$ cat config.mk
export PLATFORM = sky130hd
export DESIGN_NAME = line_stepper
export DESIGN_NICKNAME = d
export VERILOG_FILES = /design/src/rtl/line_stepper.sv
export SDC_FILE = /design/constraint.sdc
export NUM_CORES = 1
export LEC_CHECK = 0
export CAP_MARGIN = 10
export CORE_AREA = 2 2 108 110
export DETAILED_ROUTE_END_ITERATION = 16
export DIE_AREA = 0 0 110 112
export SLEW_MARGIN = 20
export SYNTH_ARGS = -nofsm -noshare
export SYNTH_HDL_FRONTEND = slang
export SYNTH_SLANG_ARGS = --single-unit
$ cat constraint.sdc
create_clock -name clk_i -period 5.6 [get_ports clk_i]
set_input_delay 1.68 -clock clk_i [delete_from_list [all_inputs] [get_ports clk_i]]
set_output_delay 1.68 -clock clk_i [all_outputs]
set_load 0.02 [all_outputs]
$ cat src/rtl/line_stepper.sv
// Bresenham line rasteriser: accepts one line segment and streams its pixels
// from (x0,y0) to (x1,y1), one pixel per accepted valid/ready beat.
package types;
  localparam int LINE_BITS = 6;
  typedef struct packed {
    logic [LINE_BITS-1:0] x0;
    logic [LINE_BITS-1:0] y0;
    logic [LINE_BITS-1:0] x1;
    logic [LINE_BITS-1:0] y1;
  } line_t;
endpackage

// Handshakes: a transfer happens on a rising clk edge where valid and ready are
// both high; valid never depends on ready, and once raised it holds (with
// stable data) until that transfer. busy_o mirrors the RUN state of the FSM.
module line_stepper #(
  parameter int LINE_BITS = types::LINE_BITS
) (
  input  logic                   clk_i,
  input  logic                   rst_i,
  input  logic [4*LINE_BITS-1:0] line_i,
  input  logic                   line_valid_i,
  output logic                   line_ready_o,
  output logic [LINE_BITS-1:0]   pix_x_o,
  output logic [LINE_BITS-1:0]   pix_y_o,
  output logic                   pix_valid_o,
  output logic                   pix_last_o,
  input  logic                   pix_ready_i,
  output logic                   busy_o
);
  localparam int EW = LINE_BITS + 2;
  localparam logic [LINE_BITS-1:0] ONE = LINE_BITS'(1);

  typedef enum logic {ST_IDLE, ST_RUN} state_t;

  state_t                r_state;
  logic [LINE_BITS-1:0]  r_cur_x, r_cur_y, r_end_x, r_end_y;
  logic [LINE_BITS-1:0]  r_dx, r_dy_mag;
  logic                  r_sx_neg, r_sy_neg;
  logic signed [EW-1:0]  r_err;
  logic                  r_last;

  logic [LINE_BITS-1:0]  w_x0, w_y0, w_x1, w_y1;
  logic [LINE_BITS-1:0]  w_dx, w_dy_mag;
  logic [EW-1:0]         w_err_init;
  logic                  w_last_init;

  assign {w_x0, w_y0, w_x1, w_y1} = line_i;
  assign w_dx        = (w_x1 >= w_x0) ? (w_x1 - w_x0) : (w_x0 - w_x1);
  assign w_dy_mag    = (w_y1 >= w_y0) ? (w_y1 - w_y0) : (w_y0 - w_y1);
  assign w_err_init  = {2'b00, w_dx} - {2'b00, w_dy_mag};
  assign w_last_init = (w_x0 == w_x1) && (w_y0 == w_y1);

  // Step decision: both tests use e2 = 2*err taken from the old err.
  logic signed [EW:0]    w_e2, w_dx_e, w_dymag_e, w_dy_e, w_err_ext;
  logic signed [EW:0]    w_add_x, w_add_y, w_err_next;
  logic                  w_step_x, w_step_y;
  logic [LINE_BITS-1:0]  w_nx, w_ny;
  logic                  w_last_next;

  assign w_e2       = {r_err, 1'b0};
  assign w_dx_e     = {3'b000, r_dx};
  assign w_dymag_e  = {3'b000, r_dy_mag};
  assign w_dy_e     = -w_dymag_e;
  assign w_err_ext  = {r_err[EW-1], r_err};
  assign w_step_x   = (w_e2 >= w_dy_e);
  assign w_step_y   = (w_e2 <= w_dx_e);
  assign w_add_x    = w_step_x ? w_dy_e : '0;
  assign w_add_y    = w_step_y ? w_dx_e : '0;
  assign w_err_next = w_err_ext + w_add_x + w_add_y;

  assign w_nx = !w_step_x ? r_cur_x : (r_sx_neg ? r_cur_x - ONE : r_cur_x + ONE);
  assign w_ny = !w_step_y ? r_cur_y : (r_sy_neg ? r_cur_y - ONE : r_cur_y + ONE);
  assign w_last_next = (w_nx == r_end_x) && (w_ny == r_end_y);

  always_ff @(posedge clk_i or posedge rst_i) begin
    if (rst_i) begin
      r_state  <= ST_IDLE;
      r_cur_x  <= '0;
      r_cur_y  <= '0;
      r_end_x  <= '0;
      r_end_y  <= '0;
      r_dx     <= '0;
      r_dy_mag <= '0;
      r_sx_neg <= 1'b0;
      r_sy_neg <= 1'b0;
      r_err    <= '0;
      r_last   <= 1'b0;
    end else begin
      case (r_state)
        ST_IDLE: begin
          if (line_valid_i) begin
            r_state  <= ST_RUN;
            r_cur_x  <= w_x0;
            r_cur_y  <= w_y0;
            r_end_x  <= w_x1;
            r_end_y  <= w_y1;
            r_dx     <= w_dx;
            r_dy_mag <= w_dy_mag;
            r_sx_neg <= (w_x1 < w_x0);
            r_sy_neg <= (w_y1 < w_y0);
            r_err    <= w_err_init;
            r_last   <= w_last_init;
          end
        end
        ST_RUN: begin
          if (pix_ready_i) begin
            if (r_last) begin
              r_state <= ST_IDLE;
              r_last  <= 1'b0;
            end else begin
              r_cur_x <= w_nx;
              r_cur_y <= w_ny;
              r_err   <= w_err_next[EW-1:0];
              r_last  <= w_last_next;
            end
          end
        end
        default: r_state <= ST_IDLE;
      endcase
    end
  end

  assign line_ready_o = (r_state == ST_IDLE) && !rst_i;
  assign pix_valid_o  = (r_state == ST_RUN);
  assign busy_o       = (r_state == ST_RUN);
  assign pix_last_o   = r_last;
  assign pix_x_o      = r_cur_x;
  assign pix_y_o      = r_cur_y;
endmodule

==> impl_metrics.env <==
export IMPL_status="finished, final reports clean"
export IMPL_drive_gt1_frac=0.0662
export IMPL_cts_sinks=48
export IMPL_clk_latency_ns=0.29
export IMPL_gp_congestion=0.935
export IMPL_avgSynthCellArea_sq_um=8.55
export IMPL_fin_crit_ns=5.24
export IMPL_hp_start="r_dx[1]"
export IMPL_final_period_utilization=0.936
export IMPL_grt_pass1_wl_mm=22.1
export IMPL_synth_top_area_cell="dfrtp_1"
export IMPL_tns_ns=0
export IMPL_async_reset_ff_frac=1.00
export IMPL_grt_use_total=0.234
export IMPL_final_setup_viol_count=0
export IMPL_drt_initial_drc_count=181
export IMPL_grt_pass1_vias=4273
export IMPL_synth_top_cell_area_share=0.252
export IMPL_crit_arrival_ns=5.45
export IMPL_area_growth_synth_to_final_pct=16.8
export IMPL_die_area_sq_um=12300
export IMPL_p_leak_nw=2.58
export IMPL_clk_pin_slew_worst_paths_ns=0.07
export IMPL_syn_nets=656
export IMPL_synth_edf_count=0
export IMPL_maxCapViolations=0
export IMPL_die_x_microns=110
export IMPL_r2r_end="r_err[7]"
export IMPL_r2r_cells=22
export IMPL_cts_tree="built"
export IMPL_io_pins=44
export IMPL_cts_root_buffer="clkbuf_16"
export IMPL_slew_headroom=0.532
export IMPL_synth_area_leaders="dfrtp_1 25%, ha_1 15%, fa_1 5.9%"
export IMPL_antenna_found_initial=0
export IMPL_synth_commonest_cells="62 x nand2_1, 57 x ha_1, 53 x inv_1"
export IMPL_worst_slew_pin_slew_ns=0.700
export IMPL_cts_max_level=2
export IMPL_ir_drop_mv=0.261
export IMPL_diodes=0
export IMPL_cts_resized=0
export IMPL_critPathLaunch="line_i[0]"
export IMPL_start_util=0.426
export IMPL_synth_flop_cell="dfrtp_1"
export IMPL_multi_input_area_sq_um=3270
export IMPL_cts_made_buffers=5
export IMPL_drtAntennaViolNets=0
export IMPL_die_h_microns=112
export IMPL_timing_fmax_mhz=191
export IMPL_io_buffers=43
export IMPL_rows=39
export IMPL_rsz0062_at_grt="no"
export IMPL_grt_max_degree=36
export IMPL_netlist_area_sq_um=4760
export IMPL_r2r_slack_ns=0.64
export IMPL_skew_ns=0.00804
export IMPL_clock_path_buffers=2
export IMPL_nFillCells=1070
export IMPL_crit_required_ns=5.81
export IMPL_yosysWarnings=0
export IMPL_drt_pass1_iterations=4
export IMPL_fin_cells=747
export IMPL_min_path_type="reg -> reg"
export IMPL_regArea_sq_um=1200
export IMPL_powerDensity_nw_per_um2=598
export IMPL_drc_errors=0
export IMPL_fin_nets=702
export IMPL_dp_cells=739
export IMPL_dpl_hpwl_mm=10.8
export IMPL_end_kind="flip-flop"
export IMPL_viasPerCell=5.52
export IMPL_cts_hold_buffers=0
export IMPL_yosysMostFrequentCell="nand2_1"
export IMPL_cts_setup_buffers=0
export IMPL_worst_path_max_fanout=5
export IMPL_holdPathEnd="r_dx[1]"
export IMPL_start_kind="primary input"
export IMPL_core_sq_um=11200
export IMPL_num_vias=4122
export IMPL_wirelength_mm=13.5
export IMPL_synth_cells=557
export IMPL_grt_ovfl_total=0
export IMPL_slew_viol_final=0
export IMPL_min_path_cells=2
export IMPL_synth_cell_types=63
export IMPL_worstSetupPathType="in -> reg"
export IMPL_synth_seq_area_share=0.252
export IMPL_hold_violations=0
export IMPL_r2r_start="r_dy_mag[2]"
export IMPL_ys_ff_latch=48
export IMPL_wl_per_cell_microns=18.1
area by class of cell:
class | count | share of cell area
Clock inverter | 2 | 0.00630
Tap cell | 143 | 0.0322
Timing Repair Buffer | 58 | 0.0977
Multi-Input combinational cell | 436 | 0.588
Clock buffer | 6 | 0.0232
Inverter | 54 | 0.0365
Sequential cell | 48 | 0.216
kinds of logic after synthesis:
kind of cell / share of synthesized area
buffers and inverters: 0.0610
DFF: 0.252
and+or+nand+nor: 0.147
xor gates and xnor gates: 0.0804
AOI/OAI and AO/OA: 0.218
adders and majority gates: 0.209
muxes: 0.0323
cell usage in the layout (no fill, tap or decap), drive strengths merged, types with 10 or more instances in the layout:
master	instances
a21o	10
a21oi	38
buf	15
clkdlybuf4s50	43
dfrtp	48
fa	14
ha	57
inv	53
mux2i	12
nand2	62
nor2	42
o21ai	45
xnor2	23
xor2	13
metrics by stage:
stage          cell area (sq um)  power (mW)  utilization  hold WS (ns)  worst slack (ns)
5_1_grt                     5560        3.67        0.497         0.530            0.0308
3_3_place_gp                5390        2.90        0.483         0.466             0.152
4_1_cts                     5560        3.34        0.497         0.490             0.345
2_1_floorplan               4760        2.36            -         0.450             0.770
6_report                    5560        3.32        0.497         0.488             0.357
3_5_place_dp                5390        2.97        0.483         0.475            0.0785
flip-flops by register name, summed over array words and instances, names as in the netlist:
| name | count |
|---|---|
| r_end_x | 6 |
| r_sy_neg | 1 |
| pix_y_o | 6 |
| pix_x_o | 6 |
| r_dy_mag | 6 |
| r_err | 8 |
| pix_last_o | 1 |
| r_dx | 6 |
| r_sx_neg | 1 |
| busy_o | 1 |
| r_end_y | 6 |
worst max-delay path by stage:
stage | end | slack (ns) | cells past startpoint
global route | r_err[7] | 0.03 | 18
floorplan | r_err[7] | 0.77 | 17
detailed placement | r_err[7] | 0.08 | 18
CTS | r_err[7] | 0.34 | 18
global placement | r_err[7] | 0.15 | 18
finish | r_err[7] | 0.36 | 18
per-layer routing:
| metal | up-vias | track usage | wire, microns | share of wire |
|---|---|---|---|---|
| li1 | 2048 | - | - | - |
| met1 | 1958 | 0.329 | 6200 | 0.46 |
| met2 | 96 | 0.380 | 6270 | 0.46 |
| met3 | 20 | 0.0269 | 739 | 0.055 |
| met4 | 0 | 0.0599 | 296 | 0.022 |
| met5 | - | 0 | 0 | 0 |
worst max-delay path, cell delays in order:
cell             delay (ns)
clkdlybuf4s50_1        0.42
inv_1                  0.08
ha_1                   0.14
inv_1                  0.06
fa_1                   0.40
a21o_1                 0.19
a211oi_1               0.31
o21bai_1               0.22
nor2_2                 0.16
mux2i_1                0.23
xor2_1                 0.21
ha_1                   0.29
nor2b_1                0.15
o21ai_0                0.16
nand2b_1               0.11
a21o_1                 0.18
a211o_1                0.30
o221ai_1               0.16
power breakdown:
group          leakage, nW  total (mW)  switching, mW  internal (mW)
combinational         1.92        2.29           1.23           1.06
clock               0.0808       0.350          0.139          0.211
sequential           0.580       0.686          0.198          0.487
Note: power is estimated with default switching activity, not from simulation.
